`config.mk`:
```
export PLATFORM = sky130hd
export DESIGN_NAME = mult_seq_n
export DESIGN_NICKNAME = d
export VERILOG_FILES = /design/src/rtl/mult_pkg.sv /design/src/rtl/full_add_n_bit.sv /design/src/rtl/mult_seq_n.sv
export SDC_FILE = /design/constraint.sdc
export NUM_CORES = 1
export LEC_CHECK = 0
export CORE_MARGIN = 2
export CORE_UTILIZATION = 61
export CTS_BUF_LIST = sky130_fd_sc_hd__clkbuf_2 sky130_fd_sc_hd__clkbuf_4 sky130_fd_sc_hd__clkbuf_8
export CTS_CLUSTER_DIAMETER = 50
export CTS_CLUSTER_SIZE = 24
export DETAILED_ROUTE_END_ITERATION = 8
export MAX_ROUTING_LAYER = met4
export PLACE_DENSITY = 0.87
export SLEW_MARGIN = 20
export SYNTH_ARGS = -nofsm -noshare
export SYNTH_HDL_FRONTEND = slang
export SYNTH_HIERARCHICAL = 1
export SYNTH_SLANG_ARGS = --single-unit
```
`constraint.sdc`:
```
create_clock -name clk -period 7.4 [get_ports clk]
set_input_delay 1.48 -clock clk [delete_from_list [all_inputs] [get_ports clk]]
set_output_delay 1.48 -clock clk [all_outputs]
set_load 0.03 [all_outputs]
```
`src/rtl/mult_pkg.sv`:
```
// Shared definitions for the sequential shift-add multiplier.
// Latency: n/a (types and constant functions only).
// Backpressure: n/a.
package mult_pkg;

    // Control FSM encoding.
    typedef enum logic [1:0] {
        IDLE = 2'd0,
        RUN  = 2'd1,
        DONE = 2'd2
    } state_t;

    // Iteration counter width for an N-bit operand.
    function automatic int cnt_width(input int n);
        return $clog2(n + 1);
    endfunction

endpackage

```
`src/rtl/full_add_n_bit.sv`:
```
// N-bit ripple adder with carry in/out, used as the multiplier accumulator adder.
// Latency: combinational.
// Backpressure: none.
// Ports: i_a, i_b (N-bit addends), i_c_in (carry in) -> o_sum (N-bit), o_c_out (carry out).
module full_add_n_bit #(
    parameter int N = 8
) (
    input  logic [N-1:0] i_a,
    input  logic [N-1:0] i_b,
    input  logic         i_c_in,
    output logic [N-1:0] o_sum,
    output logic         o_c_out
);

    logic [N:0] w_total;

    assign w_total          = {1'b0, i_a} + {1'b0, i_b} + {{N{1'b0}}, i_c_in};
    assign {o_c_out, o_sum} = w_total;

endmodule

```
`src/rtl/mult_seq_n.sv`:
```
// Sequential shift-add multiplier, signed or unsigned, N-bit operands, 2N-bit product.
// Latency: N+1 cycles from start sample to done pulse; one result per N+1 cycles back-to-back.
// Backpressure: none; start is ignored while busy, p holds until the next done.
// Ports: clk, reset (async, active-high), start/signed_mode/a/b (sampled when idle or done),
//        busy (RUN state), done (one-cycle pulse), p (registered product).
module mult_seq_n
    import mult_pkg::*;
#(
    parameter int N = 8
) (
    input  logic           clk,
    input  logic           reset,
    input  logic           start,
    input  logic           signed_mode,
    input  logic [N-1:0]   a,
    input  logic [N-1:0]   b,
    output logic           busy,
    output logic           done,
    output logic [2*N-1:0] p
);

    localparam int            CW   = cnt_width(N);
    localparam logic [CW-1:0] LAST = CW'(N - 1);

    state_t         r_state, w_state_nxt;
    logic [N-1:0]   r_mcand;     // |a|
    logic [N-1:0]   r_acc;       // upper half of the product shift register
    logic [N-1:0]   r_mplier;    // |b|, shifted out as the product low half shifts in
    logic           r_neg;
    logic [CW-1:0]  r_cnt;
    logic [2*N-1:0] r_p;

    logic           w_load, w_step, w_last;
    logic [N-1:0]   w_abs_a, w_abs_b, w_add_b, w_sum;
    logic           w_cout;
    logic [2*N-1:0] w_prod, w_prod_fix;

    // Magnitudes; -2^(N-1) negates to 2^(N-1), which is still correct read as unsigned.
    assign w_abs_a = (signed_mode && a[N-1]) ? -a : a;
    assign w_abs_b = (signed_mode && b[N-1]) ? -b : b;

    assign w_add_b = r_mplier[0] ? r_mcand : '0;

    full_add_n_bit #(.N(N)) u_add (
        .i_a     (r_acc),
        .i_b     (w_add_b),
        .i_c_in  (1'b0),
        .o_sum   (w_sum),
        .o_c_out (w_cout)
    );

    // {carry, acc, multiplier} shifted right by one: the register contents after this iteration.
    assign w_prod     = {w_cout, w_sum, r_mplier[N-1:1]};
    assign w_prod_fix = r_neg ? -w_prod : w_prod;

    always_comb begin
        w_state_nxt = r_state;
        w_load      = 1'b0;
        w_step      = 1'b0;
        w_last      = 1'b0;
        case (r_state)
            IDLE: begin
                if (start) begin
                    w_load      = 1'b1;
                    w_state_nxt = RUN;
                end
            end
            RUN: begin
                w_step = 1'b1;
                if (r_cnt == LAST) begin
                    w_last      = 1'b1;
                    w_state_nxt = DONE;
                end
            end
            DONE: begin
                if (start) begin
                    w_load      = 1'b1;
                    w_state_nxt = RUN;
                end else begin
                    w_state_nxt = IDLE;
                end
            end
            default: w_state_nxt = IDLE;
        endcase
    end

    always_ff @(posedge clk or posedge reset) begin
        if (reset) begin
            r_state  <= IDLE;
            r_mcand  <= '0;
            r_acc    <= '0;
            r_mplier <= '0;
            r_neg    <= 1'b0;
            r_cnt    <= '0;
            r_p      <= '0;
        end else begin
            r_state <= w_state_nxt;
            if (w_load) begin
                r_mcand  <= w_abs_a;
                r_mplier <= w_abs_b;
                r_acc    <= '0;
                r_cnt    <= '0;
                r_neg    <= signed_mode & (a[N-1] ^ b[N-1]);
            end else if (w_step) begin
                {r_acc, r_mplier} <= w_prod;
                r_cnt             <= r_cnt + CW'(1);
            end
            // p is captured on the final iteration so it is valid in the same cycle as done.
            if (w_last) begin
                r_p <= w_prod_fix;
            end
        end
    end

    assign busy = (r_state == RUN);
    assign done = (r_state == DONE);
    assign p    = r_p;

endmodule

```
Word level (Yosys, flattened, before mapping) --
Index checks and enable logic that the tools add are counted.
Storage, ports and cells: output and inout port bits 18, input bits 20, flip-flop bits (word level) 47
Operators by class: add/sub/neg operators 5, bitwise gates (word level) 2, equality and inequality tests 5, reductions and logical operators 6, muxes and demuxes 19
Operator list (count):
- $mux W8 | 7
- $mux W16 | 1
- $neg A16 Y16 | 1
- $neg A8 Y8 | 2
- $add A8 B8 Y9 | 1
- $mux W4 | 2
- $mux W1 | 6
- $pmux W2 S3 | 1
- $add A4 B1 Y4 const B | 1
- $eq A4 B3 Y1 const B | 1
- $mux W2 | 2
- $eq A2 B1 Y1 const B | 1
- $eq A2 B2 Y1 const B | 1
- $logic_and A1 B1 Y1 | 2
- $logic_not A2 Y1 | 1
- $ne A2 B1 Y1 const B | 1
- $ne A2 B2 Y1 const B | 1
- $reduce_and A2 Y1 | 1
- $reduce_bool A2 Y1 | 1
- $reduce_or A2 Y1 | 1
- $and A1 B1 Y1 | 1
- $xor A1 B1 Y1 | 1

Depth between registers and ports, before layout --
Gate-level depths: netlist of the first run.
depth after elaboration 4, gate-level depth with buffers 10, depth with buffers taken out 10

Cells and area by module --
Netlist of the first run, hierarchy kept.
Modules (own cells, without submodules):
- mult_seq_n | area each 2446.1 µm², instances 1, sequential area each 1176.1 µm², cells an instance 267
- full_add_n_bit | area each 331.6 µm², instances 1, sequential area each 0.0 µm², cells an instance 42

Least setup slack after synthesis of the first run --
OpenSTA, ideal clock, no wires.
path type register to register, start reg r_mplier[0], end reg r_p[14] (netlist: p[14]), arrival time 2.832 ns, cell stages (with the launch flop) 11, slack 4.439 ns, library setup time 0.129 ns, period minus slack after synthesis 2.961 ns, cells stage by stage dfrtp_1 > and2_1 > fa_1 > fa_1 > a21oi_1 > o21bai_1 > xor2_1 > or4_4 > o31ai_1 > xor2_1 > o21ai_1
Between the ends: longest elaborated chain between the ends 4
Ends and longest elaborated chain:
- from (decl) | RTL line mult_seq_n.sv:28 | logic [N-1:0] r_mplier;
- from (signal assigned) | RTL line mult_seq_n.sv:100 | r_mplier <= w_abs_b;
- from (signal assigned) | RTL line mult_seq_n.sv:105 | {r_acc, r_mplier} <= w_prod;
- $mux W8 | RTL line mult_seq_n.sv:42 | assign w_add_b = r_mplier[0] ? r_mcand : '0;
- named net w_add_b[0] | RTL line mult_seq_n.sv:34 | logic [N-1:0] w_abs_a, w_abs_b, w_add_b, w_sum;
- $add A8 B8 Y9 | RTL line full_add_n_bit.sv:17 | assign w_total = {1'b0, i_a} + {1'b0, i_b} + {{N{1'b0}}, i_c_in};
- named net w_sum[4] | RTL line mult_seq_n.sv:34
- $neg A16 Y16 | RTL line mult_seq_n.sv:54 | assign w_prod_fix = r_neg ? -w_prod : w_prod;
- $mux W16 | RTL line mult_seq_n.sv:54
- to (signal assigned) | RTL line mult_seq_n.sv:110 | r_p <= w_prod_fix;
- to (decl) | RTL line mult_seq_n.sv:31 | logic [2*N-1:0] r_p;
The timed path passes the listed nets, and every way through them passes these cells. A chain may end at the register's enable or synchronous reset.

Worst setup path in the final report of the first run --
start reg r_state[1], end out busy
Between the ends: longest elaborated chain between the ends 1
Ends and longest elaborated chain:
- from (decl) | RTL line mult_seq_n.sv:25 | state_t r_state, w_state_nxt;
- from (signal assigned) | RTL line mult_seq_n.sv:97 | r_state <= w_state_nxt;
- $eq A2 B1 Y1 | RTL line mult_seq_n.sv:115 | assign busy = (r_state == RUN);
- to (decl) | RTL line mult_seq_n.sv:17 | output logic busy,
No other way between the ends.

==> results of run 1 <==
[area by class of cell]
class                      count  area, um^2  share of cell area
tap                           52        65.1              0.0198
timing repair buffer          38         378               0.115
inverter                      14        52.6              0.0160
clock buffer                   6        76.3              0.0233
sequential                    47        1180               0.359
multi-input combinational    236        1500               0.458
clock inverter                 1        30.0             0.00915
[tightest hold or removal path, cell delays in order, from the launching register on]
cell and delay, ns:
dfrtp_1 0.34, nand2_1 0.04, o21ai_0 0.06
[cell usage in the layout, fill, tap and decap left out, types with 3 or more instances in the layout]
cell type        count
nor2_1              20
xnor2_1              7
ha_1                11
nand3_1              6
nor3_1               5
and2_1               9
xor2_1              22
a22o_1               9
mux2i_1              3
o21ai_0             31
nor2b_1              4
o31ai_1              6
nand2_1             55
a21oi_1              9
clkbuf_8             5
a31oi_1              8
o21ai_1              4
dfrtp_1             47
inv_1               12
clkdlybuf4s50_1     37
[power groups by stage]
stage,Combinational (W),Clock (W),Sequential [W]
floorplan,0.000551,0,0.000556
global placement,0.000805,0,0.000493
detailed placement,0.000836,0,0.000499
CTS,0.000838,0.000187,0.000496
global route,0.000929,0.000196,0.000515
finish,0.000839,0.000184,0.000495
[worst paths after layout]
kind	start	end	cells after the start
max	r_state[1]$_DFFE_PP0P_	busy	3
min	r_mcand[2]$_DFFE_PP0P_	r_mcand[2]$_DFFE_PP0P_	2
max reg2reg	r_mplier[0]$_DFFE_PP0P_	p[15]$_DFFE_PP0P_	10
min reg2reg	r_mcand[2]$_DFFE_PP0P_	r_mcand[2]$_DFFE_PP0P_	2
max in group asynchronous	reset	r_mcand[5]$_DFFE_PP0P_	3
min in group asynchronous	reset	p[5]$_DFFE_PP0P_	3
[cells in the mapped netlist (all sizes together), types with 5 or more instances]
master  number
dfrtp       47
xnor2        7
xor2        22
buf          5
nor2        20
inv         14
o31ai        6
a31oi        8
a22o         9
and2         9
ha          11
o21ai       35
a21oi        9
clkbuf       7
nand3        7
nand2       55
nor3         6
[cells by family after synthesis]
group	count (synthesis)	synth area share
adder cells (fa/ha/maj)	13	0.0640
multiplexers	3	0.0108
buffers and inverters	26	0.0365
XOR/XNOR	29	0.0914
flip-flops	47	0.423
AO/OA/AOI/OAI	78	0.180
AND/OR/NAND/NOR	112	0.192
other	1	0.00135
[per-layer routing]
metal	GRT usage	wire length, um	part of all wire
met1	0.291	2400	0.45
met2	0.387	2520	0.48
met3	0.0436	266	0.050
met4	0.0964	114	0.021
met5	-	0	0
[state kept, by name (all words and copies together), names as in the netlist]
register / flops
p: 16
r_mcand: 8
r_acc: 8
r_mplier: 8
r_neg: 1
r_cnt: 4
r_state: 2
[through the flow]
step	hold slack, ns	worst slack, ns	power (W)
after floorplan	0.442	4.44	0.00111
after global placement	0.457	3.95	0.00130
after detailed placement	0.469	3.87	0.00134
after CTS	0.487	3.56	0.00152
after global routing	0.508	3.43	0.00164
final	0.478	3.57	0.00152
==> reports/results.ini, run 1 <==
[power_and_ir_drop]
p_clk_frac=0.121
p_sw_frac=0.448
ir_drop_mv=0.176
p_comb_frac=0.552
p_leak_nw=1.47
p_per_area_mw_per_mm2=463
netSwitchingPower_w=0.000680
power_frac_seq=0.326
p_int_w=0.000838

[hold_path]
hp-class=register to register

[yosys]
synth_fp_nets=342
synthCells=309
synth_top_area_share=0.423
yosysUniqueCellTypes=42
ys.warnings.count=6
yosys_register_bits=47
synth_ff_type=dfrtp_1
ys_seq_area_frac=0.423
syn_area_mm2=0.00278
synthArstFlopShare=1.00
synthTopCellsByArea=dfrtp_1 42%, nand2_1 7.4%, xor2_1 6.9%
synth_enable_flop_cells=0
synth_area_per_cell_um2=8.99
yosysTopAreaCell=dfrtp_1

[sta]
relSlewSlack=0.453
final.min_clock_period_ns=3.83
drv_slew=0
max_freq_ghz=0.261
tightestPinTransition_ns=0.818
finalCritPeriodShare=0.518
setup_tns_ns=0
fin_skew_ns=0.00951
hold_viol=0
setup_viol=0
rsz0062_at_grt=no

[routing]
viasPerCell=5.63
wl_per_cell_um=13.5
drc=0
ant_nets=0
dr.pass1.iters=4
drtIter0Drc=144
num_vias=2219
drt_wl_total_mm=5.31

[clock_tree]
path_clk_slew_ns=0.08
cts_tree=done
cts_buffers=5
ctsRootBufferMaster=clkbuf_8
clkSinkCount=47
clk-insertion-delay-late_ns=0.30
postCtsSetupBuffers=0
postCtsResizedCells=0
cts_max_level=2
clockBufferDepth=2
cts_hold_buf=0

[worst_setup_path]
critPathBufInv=2
worstSetupPathType=register to output pin
critPathRequiredTime_ns=5.92
crit_family=buffers and inverters
path_cells=nand2b_1 > inv_1 > clkdlybuf4s50_1
critPathLaunchType=register
worstPathMaxFanout=20
cpPeakStageDelay_ns=0.79
worst_path_max_delay_cell=clkdlybuf4s50_1
end_kind=output pin
cp_data_arrival_time_ns=2.35
r2r_setup_slack_ns=4.08

[placed_design]
placed_cell_area_mm2=0.00317
gp_congestion=0.855
io_buffer_count=37
hpwlAfterDp_mm=3.95
numPlacedInstances=387

[global_route]
grt_pass1_vias=2062
grt_max_degree=48
grt_pass1_wl_mm=9.22
grt_overflow=0
antenna_found_initial=0
grt_usage=0.237

[final_layout]
n_antenna_cell=0
final_util=0.748
area_growth_pct=18.1
fin_area_mm2=0.00328
nFillCells=338
layout.nets=375
fin_cells=394
drive_above_1_share=0.0468

[floorplanning]
fp.dieH_um=71.5
die_x_um=71.5
design.portCount=38
core_area_mm2=0.00438
die-area_mm2=0.00511
start_util=0.634
rows=24

[status]
status=complete, no violations

[flow_run]
maxCapViolCount=0

Note: power is estimated with default switching activity, not from simulation.
==> run 2, diff against run 1 <==
- CORE_UTILIZATION: 61 -> 57
- PLACE_DENSITY: 0.87 -> 0.83
- clock period: 7.4 -> 3.6 ns (I/O delays scaled with it)
==> run 2 against run 1 <==
  * Hold slack gained 0.0035 ns
  * Global-route usage decreased by 1.3 points
  * Final cell count up 4.6%
  * Flip-flop and latch count unchanged
  * Utilization fell by 4.5 points
  * Via count is 0.86% higher
  * Register-to-register slack worse by 3.7 ns
  * Setup slack worse by 3.2 ns
  * Critical path depth grew 7
  * Total power up 110%
  * Die area is 6.6% higher
  * Combinational power grew 110%
  * Largest power group unchanged
==> reports/results.ini, run 2 (synthesis gave the netlist of run 1 again) <==
[clock_tree]
path_clk_slew_ns=0.09  ; was 0.08 ns
cts_tree=done  ; unchanged
postCtsSetupBuffers=0  ; unchanged
postCtsResizedCells=0  ; unchanged
clockBufferDepth=2  ; unchanged
clk-insertion-delay-late_ns=0.29  ; was 0.30 ns
ctsRootBufferMaster=clkbuf_8  ; unchanged
cts_buffers=5  ; unchanged
cts_hold_buf=0  ; unchanged
clkSinkCount=47  ; unchanged
cts_max_level=2  ; unchanged

[final_layout]
drive_above_1_share=0.0551  ; was 0.0468
layout_commonest_cell=nand2_1  ; unchanged
fin_cells=412  ; was 394
final_cell_mix=55 x nand2_1, 47 x dfrtp_1, 37 x clkdlybuf4s50_1, 31 x o21ai_0, 22 x xor2_1  ; unchanged
nFillCells=385  ; was 338
n_antenna_cell=0  ; unchanged
area_growth_pct=19.6  ; was 18.1%
largest_register_ffs=16  ; unchanged
layout.nets=377  ; was 375

[worst_setup_path]
critPathLaunchType=register  ; unchanged
worstPathMaxFanout=9  ; was 20
path_depth=10  ; was 3
r2r-start=r_mplier[0]$_DFFE_PP0P_  ; unchanged
end_kind=register  ; was output pin
r2r_setup_slack_ns=0.37  ; was 4.08 ns
worstSetupPathType=register to register  ; was register to output pin
critPathRequiredTime_ns=3.74  ; was 5.92 ns
rr_endpoint=p[15]$_DFFE_PP0P_  ; unchanged
cpPeakStageDelay_ns=0.56  ; was 0.79 ns
critPathBufInv=0  ; was 2
path_cells=and2_1 > fa_1 > fa_1 > a21oi_1 > o21bai_1 > xor2_1 > or4_4 > o41ai_2 > xor2_1 > o21ai_1  ; was nand2b_1 > inv_1 > clkdlybuf4s50_1
critPathCapture=p[15]$_DFFE_PP0P_  ; was busy
ff2ff_path_depth=10  ; unchanged
cp_data_arrival_time_ns=3.37  ; was 2.35 ns
startpoint=r_mplier[0]$_DFFE_PP0P_  ; was r_state[1]$_DFFE_PP0P_
crit_family=adder cells  ; was buffers and inverters
worst_path_max_delay_cell=or4_4  ; was clkdlybuf4s50_1

[routing]
drt_wl_total_mm=5.34  ; was 5.31 mm
wl_per_cell_um=13.0  ; was 13.5 um
num_vias=2238  ; was 2,219
viasPerCell=5.43  ; was 5.63
drtIter0Drc=145  ; was 144
dr.pass1.iters=5  ; was 4
drc=0  ; unchanged
ant_nets=0  ; unchanged

[sta]
final.min_clock_period_ns=3.23
max_freq_ghz=0.310
hold_viol=0  ; unchanged
tightestPinTransition_ns=0.875  ; was 0.818 ns
rsz0062_at_grt=no  ; unchanged
relSlewSlack=0.415  ; was 0.453
drv_slew=0  ; unchanged
fin_skew_ns=0.0118  ; was 0.00951 ns
finalCritPeriodShare=0.897
setup_viol=0  ; unchanged
setup_tns_ns=0  ; unchanged

[power_and_ir_drop]
p_sw_frac=0.444  ; was 0.448
p_leak_nw=1.49  ; was 1.47 nW
p_comb_frac=0.548  ; was 0.552
p_per_area_mw_per_mm2=945  ; was 463 mW/mm^2
netSwitchingPower_w=0.00139  ; was 0.000680 W
ir_drop_mv=0.433  ; was 0.176 mV
power_frac_seq=0.326  ; about the same
p_clk_frac=0.126  ; was 0.121
p_int_w=0.00175  ; was 0.000838 W

[global_route]
grt_max_degree=38  ; was 48
grt_overflow=0  ; unchanged
grt_pass1_wl_mm=9.22  ; unchanged
grt_usage=0.223  ; was 0.237
grt_pass1_vias=2057  ; was 2,062
antenna_found_initial=0  ; unchanged

[hold_path]
min_from=p[11]$_DFFE_PP0P_  ; was r_mcand[2]$_DFFE_PP0P_
hp-class=register to register  ; unchanged

[floorplanning]
design.portCount=38  ; unchanged
rows=25  ; was 24
core_area_mm2=0.00472  ; was 0.00438 mm^2
start_util=0.588  ; was 0.634
die_x_um=73.8  ; was 71.5 um
die-area_mm2=0.00545  ; was 0.00511 mm^2
fp.dieH_um=73.8  ; was 71.5 um

[status]
status=complete, no violations  ; unchanged

[placed_design]
numPlacedInstances=404  ; was 387
hpwlAfterDp_mm=4.16  ; was 3.95 mm
gp_congestion=0.809  ; was 0.855
io_buffer_count=37  ; unchanged

[flow_run]
maxCapViolCount=0  ; unchanged

run 2: cell count changes in the layout (fill, tap and decap cells not counted):
| cell | previous run | this run |
|---|---|---|
| buf_4 | 1 | 3 |
| clkbuf_4 | 1 | 0 |
| clkbuf_8 | 5 | 6 |
| clkinv_1 | 1 | 0 |
| clkinv_2 | 0 | 1 |
| inv_2 | 1 | 2 |
| nand2b_1 | 1 | 2 |
| nand2b_2 | 1 | 0 |
run 2: area by class of cell:
cell class,instances,area (um^2),share of cell area
repair buffers,40,393,0.118
inverters,14,52.6,0.0158
well taps,67,83.8,0.0252
flip-flops and latches,47,1180,0.354
multi-input cells,236,1500,0.451
clock inverters,2,35.0,0.0105
clock buffers,6,82.6,0.0248
run 2: how the worst min path moves through the flow:
stage                              to  slack (ns)  cells after the start
5_1_grt              p[1]$_DFFE_PP0P_        0.51                      2
3_5_place_dp         p[6]$_DFFE_PP0P_        0.47                      2
6_report            p[11]$_DFFE_PP0P_        0.48                      2
2_1_floorplan  r_mcand[0]$_DFFE_PP0P_        0.44                      2
4_1_cts             p[11]$_DFFE_PP0P_        0.49                      2
3_3_place_gp   r_mcand[3]$_DFFE_PP0P_        0.45                      2
run 2: power by group through the flow:
stage | sequential [W] | combinational, W | clock (W)
final | 0.00102 | 0.00172 | 0.000396
after global routing | 0.00106 | 0.00194 | 0.000416
after CTS | 0.00102 | 0.00173 | 0.000398
after detailed placement | 0.00103 | 0.00173 | 0
after global placement | 0.00101 | 0.00167 | 0
after floorplan | 0.00114 | 0.00113 | 0
run 2: worst register-to-register path, delay by kind of cell (launching register included):
| kind | cells | cell delay, ns |
|---|---|---|
| adder cells (fa/ha/maj) | 2 | 0.86 |
| AND/OR/NAND/NOR | 2 | 0.74 |
| AO/OA/AOI/OAI | 4 | 0.65 |
| flip-flops | 1 | 0.45 |
| XOR/XNOR | 2 | 0.38 |
run 2: routing by layer:
metal	GRT usage	vias to the layer above	routed length, um
li1	-	1140	-
met1	0.294	1020	2450
met2	0.363	69	2580
met3	0.0274	9	228
met4	0.0667	0	78
met5	-	-	0
run 2: metrics by stage:
step | hold slack (ns) | worst slack (ns) | area [um^2] | total power [W] | utilization
global placement | 0.453 | 0.503 | 3210 | 0.00268 | 0.679
global route | 0.510 | 0.184 | 3320 | 0.00341 | 0.704
detailed placement | 0.469 | 0.378 | 3210 | 0.00276 | 0.679
floorplan | 0.442 | 0.639 | 2780 | 0.00228 | -
finish | 0.482 | 0.370 | 3320 | 0.00314 | 0.704
CTS | 0.488 | 0.358 | 3320 | 0.00315 | 0.704
